**src/rtl/spi_cmd_sequencer.sv**
```systemverilog
// spi_cmd_sequencer
// Framed command sequencer between the UART byte receiver/transmitter and the
// 93LC46 SPI engine. Accepts 5-byte frames (0x55, OP, ADDR, DATA, CHK), issues
// one SPI write/read strobe per valid frame, waits for completion with a
// timeout, and always answers with a 2-byte status/data response.
//
// Ports
//   clk50M       in   system clock
//   rst_i        in   synchronous reset, active-high
//   rx_data      in   [7:0] received byte, valid with rx_done
//   rx_done      in   1-cycle pulse, byte received
//   spi_wr       out  1-cycle write strobe
//   spi_rd       out  1-cycle read strobe
//   spi_addr     out  [7:0] SPI address, held until the next strobe
//   spi_data     out  [7:0] SPI write data, held until the next strobe
//   spi_done     in   1-cycle pulse, SPI op finished
//   spi_rd_data  in   [7:0] SPI read data, valid with spi_done
//   tx_data      out  [7:0] byte to UART transmitter, held between sends
//   tx_send      out  1-cycle send request
//   tx_done      in   1-cycle pulse, UART byte sent
//   busy         out  high whenever the sequencer is not idle
//   frame_drop   out  1-cycle pulse: gap timeout or byte ignored while busy
module spi_cmd_sequencer #(
  parameter int unsigned SPI_TIMEOUT = 1_000_000,
  parameter int unsigned GAP_TIMEOUT = 500_000
) (
  input  logic       clk50M,
  input  logic       rst_i,
  input  logic [7:0] rx_data,
  input  logic       rx_done,
  output logic       spi_wr,
  output logic       spi_rd,
  output logic [7:0] spi_addr,
  output logic [7:0] spi_data,
  input  logic       spi_done,
  input  logic [7:0] spi_rd_data,
  output logic [7:0] tx_data,
  output logic       tx_send,
  input  logic       tx_done,
  output logic       busy,
  output logic       frame_drop
);

  localparam int unsigned SPI_CW = $clog2(SPI_TIMEOUT + 1);
  localparam int unsigned GAP_CW = $clog2(GAP_TIMEOUT + 1);

  // Expiry fires in the last allowed cycle of the wait window.
  localparam logic [SPI_CW-1:0] SPI_LAST = SPI_CW'(SPI_TIMEOUT - 1);
  localparam logic [SPI_CW-1:0] SPI_MAX  = SPI_CW'(SPI_TIMEOUT);
  localparam logic [GAP_CW-1:0] GAP_LAST = GAP_CW'(GAP_TIMEOUT - 1);
  localparam logic [GAP_CW-1:0] GAP_MAX  = GAP_CW'(GAP_TIMEOUT);

  localparam logic [7:0] SOF    = 8'h55;
  localparam logic [7:0] OP_WR  = 8'hA5;
  localparam logic [7:0] OP_RD  = 8'hA1;
  localparam logic [7:0] ST_OK  = 8'hAC;
  localparam logic [7:0] ST_CHK = 8'hE1;
  localparam logic [7:0] ST_OP  = 8'hE2;
  localparam logic [7:0] ST_TO  = 8'hE3;

  typedef enum logic [3:0] {
    IDLE, GET_OP, GET_ADDR, GET_DATA, GET_CHK,
    ISSUE, WAIT_SPI, TX_STAT, WAIT_TX1, TX_DATA, WAIT_TX2
  } state_t;

  state_t            state_q, state_d;
  logic [7:0]        op_q, op_d, addr_q, addr_d, data_q, data_d;
  logic [7:0]        status_q, status_d, rsp_q, rsp_d;
  logic [GAP_CW-1:0] gap_cnt_q, gap_cnt_d;
  logic [SPI_CW-1:0] spi_cnt_q, spi_cnt_d;

  logic       spi_wr_d, spi_rd_d, tx_send_d, busy_d, frame_drop_d;
  logic [7:0] spi_addr_d, spi_data_d, tx_data_d;

  // Next-state, datapath and registered-output next values.
  always_comb begin
    state_d      = state_q;
    op_d         = op_q;
    addr_d       = addr_q;
    data_d       = data_q;
    status_d     = status_q;
    rsp_d        = rsp_q;
    gap_cnt_d    = '0;
    spi_cnt_d    = '0;
    spi_wr_d     = 1'b0;
    spi_rd_d     = 1'b0;
    spi_addr_d   = spi_addr;
    spi_data_d   = spi_data;
    tx_data_d    = tx_data;
    tx_send_d    = 1'b0;
    busy_d       = 1'b0;
    frame_drop_d = 1'b0;

    case (state_q)
      IDLE: begin
        if (rx_done && rx_data == SOF) state_d = GET_OP;
      end
      GET_OP: begin
        if (rx_done) begin
          op_d    = rx_data;
          state_d = GET_ADDR;
        end else if (gap_cnt_q == GAP_LAST) begin
          state_d      = IDLE;
          frame_drop_d = 1'b1;
        end
      end
      GET_ADDR: begin
        if (rx_done) begin
          addr_d  = rx_data;
          state_d = GET_DATA;
        end else if (gap_cnt_q == GAP_LAST) begin
          state_d      = IDLE;
          frame_drop_d = 1'b1;
        end
      end
      GET_DATA: begin
        if (rx_done) begin
          data_d  = rx_data;
          state_d = GET_CHK;
        end else if (gap_cnt_q == GAP_LAST) begin
          state_d      = IDLE;
          frame_drop_d = 1'b1;
        end
      end
      GET_CHK: begin
        if (rx_done) begin
          rsp_d = 8'h00;
          // Checksum is judged before the opcode.
          if (rx_data != (op_q ^ addr_q ^ data_q)) begin
            status_d = ST_CHK;
            state_d  = TX_STAT;
          end else if (op_q == OP_WR || op_q == OP_RD) begin
            state_d = ISSUE;
          end else begin
            status_d = ST_OP;
            state_d  = TX_STAT;
          end
        end else if (gap_cnt_q == GAP_LAST) begin
          state_d      = IDLE;
          frame_drop_d = 1'b1;
        end
      end
      ISSUE: state_d = WAIT_SPI;
      WAIT_SPI: begin
        // spi_done takes priority over a coincident timeout.
        if (spi_done) begin
          status_d = ST_OK;
          rsp_d    = (op_q == OP_RD) ? spi_rd_data : 8'h00;
          state_d  = TX_STAT;
        end else if (spi_cnt_q == SPI_LAST) begin
          status_d = ST_TO;
          rsp_d    = 8'h00;
          state_d  = TX_STAT;
        end
      end
      TX_STAT:  state_d = WAIT_TX1;
      WAIT_TX1: if (tx_done) state_d = TX_DATA;
      TX_DATA:  state_d = WAIT_TX2;
      WAIT_TX2: if (tx_done) state_d = IDLE;
      default:  state_d = IDLE;
    endcase

    // Bytes arriving outside the receive states are never queued.
    if (rx_done && !(state_q inside {IDLE, GET_OP, GET_ADDR, GET_DATA, GET_CHK}))
      frame_drop_d = 1'b1;

    // Outputs are registered so they line up with the state being entered.
    case (state_d)
      ISSUE: begin
        spi_wr_d   = (op_q == OP_WR);
        spi_rd_d   = (op_q == OP_RD);
        spi_addr_d = addr_q;
        spi_data_d = data_q;
      end
      TX_STAT: begin
        tx_send_d = 1'b1;
        tx_data_d = status_d;
      end
      TX_DATA: begin
        tx_send_d = 1'b1;
        tx_data_d = rsp_q;
      end
      default: ;
    endcase

    busy_d = (state_d != IDLE);

    // Saturating counters, cleared on every state entry.
    if (state_d == state_q && state_d inside {GET_OP, GET_ADDR, GET_DATA, GET_CHK})
      gap_cnt_d = (gap_cnt_q == GAP_MAX) ? gap_cnt_q : gap_cnt_q + GAP_CW'(1);
    if (state_d == state_q && state_d == WAIT_SPI)
      spi_cnt_d = (spi_cnt_q == SPI_MAX) ? spi_cnt_q : spi_cnt_q + SPI_CW'(1);
  end

  // State, datapath and output registers.
  always_ff @(posedge clk50M) begin
    if (rst_i) begin
      state_q    <= IDLE;
      op_q       <= '0;
      addr_q     <= '0;
      data_q     <= '0;
      status_q   <= '0;
      rsp_q      <= '0;
      gap_cnt_q  <= '0;
      spi_cnt_q  <= '0;
      spi_wr     <= 1'b0;
      spi_rd     <= 1'b0;
      spi_addr   <= '0;
      spi_data   <= '0;
      tx_data    <= '0;
      tx_send    <= 1'b0;
      busy       <= 1'b0;
      frame_drop <= 1'b0;
    end else begin
      state_q    <= state_d;
      op_q       <= op_d;
      addr_q     <= addr_d;
      data_q     <= data_d;
      status_q   <= status_d;
      rsp_q      <= rsp_d;
      gap_cnt_q  <= gap_cnt_d;
      spi_cnt_q  <= spi_cnt_d;
      spi_wr     <= spi_wr_d;
      spi_rd     <= spi_rd_d;
      spi_addr   <= spi_addr_d;
      spi_data   <= spi_data_d;
      tx_data    <= tx_data_d;
      tx_send    <= tx_send_d;
      busy       <= busy_d;
      frame_drop <= frame_drop_d;
    end
  end

endmodule

```
**config.mk**
```make
export PLATFORM = sky130hd
export DESIGN_NAME = spi_cmd_sequencer
export DESIGN_NICKNAME = d
export VERILOG_FILES = /design/src/rtl/spi_cmd_sequencer.sv
export SDC_FILE = /design/constraint.sdc
export NUM_CORES = 1
export LEC_CHECK = 0
export BUFFER_PORTS_ARGS = -buffer_cell sky130_fd_sc_hd__clkbuf_2
export CAP_MARGIN = 20
export CORE_MARGIN = 3
export CORE_UTILIZATION = 25
export DETAILED_ROUTE_END_ITERATION = 8
export PLACE_DENSITY = 0.47
export SLEW_MARGIN = 20
export SYNTH_ARGS = -nofsm -noshare
export SYNTH_HDL_FRONTEND = slang
export SYNTH_SLANG_ARGS = --single-unit
```
**constraint.sdc**
```tcl
create_clock -name clk50M -period 3.6 [get_ports clk50M]
set_input_delay 0.18 -clock clk50M [delete_from_list [all_inputs] [get_ports clk50M]]
set_output_delay 0.18 -clock clk50M [all_outputs]
set_load 0.1 [all_outputs]
```
==> metrics.txt, run 1 <==
Seq pwr share 51.9%; placer congestion estimate 0.780; Area Overhead vs Synth 16.2%; Total Wirelength 11.7 mm; XOR/XNOR share of the synthesized area 10.3%; total track usage 11.2%; Filler Cells Inserted 2106; CP max stage delay 0.58 ns; max cap viols 0; PnR Total Power 2.28 mW; # rows 51; sequential-to-total area share from yosys stat 42.9%; Die Wd 147 um; multiplexer share of the synthesized area 8.87%; slowest CP cell or4_1; DP HPWL 8.34 mm; number of global-route vias before repair 3961; Vias 3939; setup TNS 0 ns; Adder-Cell Fraction of Synth Area 1.00%; fin worst setup slack 0.367 ns; reg2reg setup slack 0.37 ns; first-pass GRT wire length 20.0 mm; max-slew violation count 0; Sink Count 107; Net Switching 0.495 mW; final core occ 29.7%; Comb pwr share 2.8%; area fraction in compound gates after synthesis 7.44%; Fin. Hold Viols 0; Worst EP required 3.89 ns; CP arrival 3.52 ns; count of cell types in the netlist 55; Post-DRT Antenna Nets 0; simple-gate share of the synthesized area 25.7%; CTS tree built; Pwr Density 393 nW/um^2; Tmin final 3.23 ns; Crit Path Max Fanout 12; DRT Pass-1 Iters 4; clock-pin slew on the worst setup and hold paths 0.07 ns; Post-synth EDFFs 0; DIE HEIGHT 147 um; die area 21700 um^2; post-CTS sizing 0; clk_skew 0.0127 ns; port bufs 49; Hold Path Class input port to register; Routed WL per cell 13.6 um; Leak 2.12 nW; prevailing post-synth register cell dfxtp_1; cell count after synthesis 547; share of layout cells above drive strength 1 15.0%; Ys Warns 0; pre-CTS setup slack 0.416 ns; global route overflow 0; initial drt markers 264; period utilization 89.8%; FMAX 0.309 GHz; RSZ-0062 raised after global routing no; post-CTS setup buffer count 0; Antenna diodes 0; Avg Cell Area, Syn 9.13 um^2; Slew headroom 35.4%; CP Cell Sequence or4b_1, or4_1, nor4_4, or4_1, o211ai_1, or3_1, nand3_1; WS Path Type register to register; Post-Syn Nets 572; CTS Buffer Depth 2; Max IR drop VDD 0.192 mV; CTS Root Buffer Type clkbuf_16; Worst Tran Pin Value 0.966 ns; CP Capture Type register; Core Area 19500 um^2; largest family of logic cells by synthesized area simple AND/OR/NAND/NOR gates; clock share of power 45.3%; synthesized area 5000 um^2; Int Power 1.79 mW; DRC Markers 0; hold_buf cts 0; pin count of the biggest net entering global routing 46; final setup vio count 0; Via density 4.58; Clock Latency Late Sink 0.36 ns; Initial Util 25.6%; Ports 50; Crit path top cell by count or4_1; switching fraction of total power 21.7%; final net count 615; Critical Path Source Type register; H-tree depth 3; Async SR Flop Fraction 0%; Synth Register Bits 107; Num CTS Buffers 9; initial antenna violation count 0; status complete, no violations
## cell families after synthesis
family | count (synthesis)
fa+ha+maj | 4
compound gates | 52
xor+xnor | 59
buf+inv | 39
mux | 43
simple gates | 243
flops | 107
## power groups by stage
stage / Clock (mW) / Sequential (mW) / Combinational (mW)
global route: 1.12 / 1.18 / 0.0708
detailed placement: 0 / 1.21 / 0.0650
finish: 1.03 / 1.18 / 0.0644
global placement: 0 / 1.21 / 0.0645
CTS: 1.07 / 1.18 / 0.0652
floorplan: 0 / 1.21 / 0.0397
## layer usage
metal  part of all wire (%)  global-route usage [%]  vias to the layer above  routed length (um)
met4                    1.1                    3.26                        0                 129
met3                    4.3                    3.30                        9                 499
met1                     51                    15.7                     1866                5990
met2                     43                    16.8                       60                5050
met5                      0                       0                        -                   0
li1                       -                       -                     2004                   -
## flip-flops by register name, summed over array words and instances, names as in the netlist, 8 cells and up
register,flops
tx_data,8
spi_cnt_q,20
gap_cnt_q,19
rsp_q,8
addr_q,8
spi_addr,8
data_q,8
spi_data,8
op_q,8
## final timing paths
path	from	end	cells after the start
setup / recovery	spi_cnt_q[10]	tx_data[3]	7
hold / removal	spi_rd_data[4]	rsp_q[4]	3
setup reg to reg	spi_cnt_q[10]	tx_data[3]	7
hold reg to reg	rsp_q[6]	tx_data[6]	2
## metrics by stage
| step | cell area (um^2) | hold WS [ns] | instances |
|---|---|---|---|
| final | 5810 | 0.0646 | 860 |
| after global routing | 5810 | 0.0630 | 860 |
| after CTS | 5810 | 0.0491 | 860 |
| after detailed placement | 5490 | 0.426 | 844 |
| after global placement | 5490 | 0.423 | 844 |
| after floorplan | 5000 | 0.261 | 547 |
## critical path, delay by kind of cell (launching register included)
kind,cells,cell delay [ns]
flops,1,0.38
simple gates,6,2.36
compound gates,1,0.43
## Yosys cell counts, types with 3 or more instances
master / count / area [um^2]
a211oi_1: 4 / 30.0
or3_1: 3 / 18.8
nor3_2: 10 / 100
clkbuf_1: 18 / 67.6
and3_1: 4 / 25.0
a21oi_1: 12 / 60.1
o21ai_0: 6 / 30.0
ha_1: 4 / 50.1
nand4_1: 12 / 75.1
xnor2_1: 34 / 298
and4_1: 3 / 26.3
nand4b_1: 8 / 70.1
inv_1: 15 / 56.3
nor2_1: 99 / 372
nor4b_1: 5 / 43.8
nor2b_1: 6 / 37.5
nand3_1: 26 / 130
o311ai_0: 3 / 26.3
buf_4: 3 / 22.5
nand3b_1: 4 / 30.0
dfxtp_1: 107 / 2140
mux2i_1: 42 / 420
nand2_1: 28 / 105
nor3_1: 20 / 100
xor2_1: 25 / 219
a22oi_1: 8 / 60.1
## layout make-up
| type | count | area, um^2 | share of cell area [%] |
|---|---|---|---|
| clock buffers | 11 | 253 | 4.35 |
| flip-flops and latches | 107 | 2140 | 36.9 |
| multi-input cells | 401 | 2670 | 45.9 |
| inverters | 15 | 56.3 | 0.970 |
| clock inverters | 5 | 60.1 | 1.03 |
| well taps | 265 | 332 | 5.71 |
| repair buffers | 56 | 298 | 5.13 |
## placed cells by master, fill, tap and decap left out, drive strengths merged, types with 2 or more instances in the layout
master,netlist,layout
clkbuf,18,60
a21oi,12,12
nand4,12,12
ha,4,4
nand3,26,26
or4b,2,2
and3,4,4
nand2,28,28
buf,6,7
a31oi,2,2
and4b,2,2
clkinv,0,2
nor4b,7,7
o311a,2,2
or4,2,2
nor3,30,30
mux2i,43,43
xor2,25,25
a22oi,8,8
o311ai,3,3
xnor2,34,34
or3,4,4
dfxtp,107,107
nor2,99,99
a211oi,4,4
o21a,2,2
nand3b,4,4
inv,15,16
nor4,3,3
nor2b,6,6
o21ai,6,6
nand4b,8,8
and4,3,3
Power figures use the tool's default switching activity.
==> inputs of run 2 (changes only) <==
- CELL_PAD_IN_SITES_DETAIL_PLACEMENT: not set -> 0
- CELL_PAD_IN_SITES_GLOBAL_PLACEMENT: not set -> 1
- PLACE_DENSITY: 0.47 -> 0.56
- REMOVE_ABC_BUFFERS: not set -> 1
==> metrics.txt, run 2 (synthesis results as in run 1) <==
status complete, no violations (unchanged); CP max stage delay 0.58 ns (about the same); biggest regs spi_cnt_q: 20 flops, gap_cnt_q: 19 flops (unchanged); Vias 3953 (was 3939); Largest Register spi_cnt_q (unchanged); final net count 617 (was 615); Tmin final 3.22 ns (was 3.23 ns); Fin. Hold Viols 0 (unchanged); clock-pin slew on the worst setup and hold paths 0.07 ns (about the same); max reg flops 20 (unchanged); Antenna diodes 0 (unchanged); final core occ 29.8% (was 29.7%); post-CTS setup buffer count 0 (unchanged); CTS Buffer Depth 2 (unchanged); Sink Count 107 (unchanged); Total Wirelength 11.9 mm (was 11.7 mm); CTS Root Buffer Type clkbuf_16 (unchanged); CP Capture Type register (unchanged); most frequent cells in the layout 107 x dfxtp_1, 99 x nor2_1, 49 x clkbuf_2 (unchanged); RSZ-0062 raised after global routing no (unchanged); Worst Tran Pin Value 0.931 ns (was 0.966 ns); Pwr Density 392 nW/um^2 (was 393 nW/um^2); share of layout cells above drive strength 1 15.2% (was 15.0%); fin worst setup slack 0.380 ns (was 0.367 ns); pin count of the biggest net entering global routing 43 (was 46); multi-input logic area 2670 um^2 (unchanged); first-pass GRT wire length 19.6 mm (was 20.0 mm); Ports 50 (unchanged); # rows 51 (unchanged); final setup vio count 0 (unchanged); Post-DRT Antenna Nets 0 (unchanged); H-tree depth 3 (unchanged); dpl cells 846 (was 844); DRT Pass-1 Iters 4 (unchanged); Num CTS Buffers 9 (unchanged); slowest CP cell or4_1 (unchanged); Fin Hold WS 0.0710 ns (was 0.0646 ns); Area Overhead vs Synth 16.5% (was 16.2%); Leak 2.14 nW (was 2.12 nW); Crit Path Max Fanout 12 (unchanged); DIE HEIGHT 147 um (unchanged); number of global-route vias before repair 3772 (was 3961); Hold Path Class input port to register (unchanged); Max IR drop VDD 0.178 mV (was 0.192 mV); DP HPWL 8.28 mm (was 8.34 mm); hold_buf cts 0 (unchanged); Initial Util 25.6% (unchanged); placer congestion estimate 0.799 (was 0.780); die area 21700 um^2 (unchanged); CTS tree built (unchanged); max cap viols 0 (unchanged); CP arrival 3.51 ns (was 3.52 ns); Core Area 19500 um^2 (unchanged); total track usage 11.1% (was 11.2%); CP Cell Sequence or4b_1, or4_1, nor4_4, or4_1, o211ai_1, or3_1, nand3_1 (unchanged); max-slew violation count 0 (unchanged); Clock Latency Late Sink 0.35 ns (was 0.36 ns); fin area 5820 um^2 (was 5810 um^2); initial antenna violation count 0 (unchanged); Via density 4.59 (was 4.58); WS Path Type register to register (unchanged); register area 2140 um^2 (unchanged); reg2reg setup slack 0.38 ns (was 0.37 ns); Finished Layout Cells 862 (was 860); FMAX 0.311 GHz (was 0.309 GHz); Critical Path Source Type register (unchanged); pre-CTS setup slack 0.438 ns (was 0.416 ns); port bufs 49 (unchanged); post-CTS sizing 0 (unchanged); Slew headroom 37.7% (was 35.4%); Worst EP required 3.89 ns (about the same); setup TNS 0 ns (unchanged); Die Wd 147 um (unchanged); Filler Cells Inserted 2101 (was 2106); placed cell areas 5510 um^2 (was 5490 um^2); global route overflow 0 (unchanged); initial drt markers 253 (was 264); period utilization 89.4% (was 89.8%); commonest non-fill, non-tap cell in the layout dfxtp_1 (unchanged); PnR Total Power 2.28 mW (about the same); clk_skew 0.00800 ns (was 0.0127 ns); Crit path top cell by count or4_1 (unchanged); DRC Markers 0 (unchanged); Routed WL per cell 13.8 um (was 13.6 um)
run 2: cell count changes in the layout (fill, tap and decap cells not counted), sizes merged:
cell	before	now
clkbuf	60	61
inv	16	15
buf	7	9
run 2: where the power goes:
part | leakage, nW | internal, mW | switching, mW
clock | 0.155 | 0.594 | 0.436
combinational | 1.12 | 0.0222 | 0.0439
sequential | 0.861 | 1.18 | 0.000379
total | 2.14 | 1.80 | 0.480
run 2: metal layers:
layer	routed length [um]	global-route usage, %	part of all wire [%]	vias up
met4	149	3.82	1.3	0
met2	5520	17.4	47	58
met5	0	0	0	-
met1	5800	15.0	49	1876
met3	394	2.68	3.3	8
li1	-	-	-	2011
run 2: final timing paths:
path,start,endpoint,cells after the start
min,spi_rd_data[6],rsp_q[6],3
min reg2reg,rsp_q[4],tx_data[4],2
max,spi_cnt_q[10],tx_data[3],7
max reg2reg,spi_cnt_q[10],tx_data[3],7
run 2: cell type report:
cell class	count	area share (%)
Inverter	15	0.967
Timing Repair Buffer	58	5.37
Multi-Input combinational cell	401	45.8
Tap cell	265	5.70
Clock buffer	12	4.58
Sequential cell	107	36.8
Clock inverter	4	0.817
run 2: critical path: cells and delay by family, from the launching register on:
family           cells  cell delay [ns]
flip-flops           1             0.37
AO/OA/AOI/OAI        1             0.42
AND/OR/NAND/NOR      6             2.37
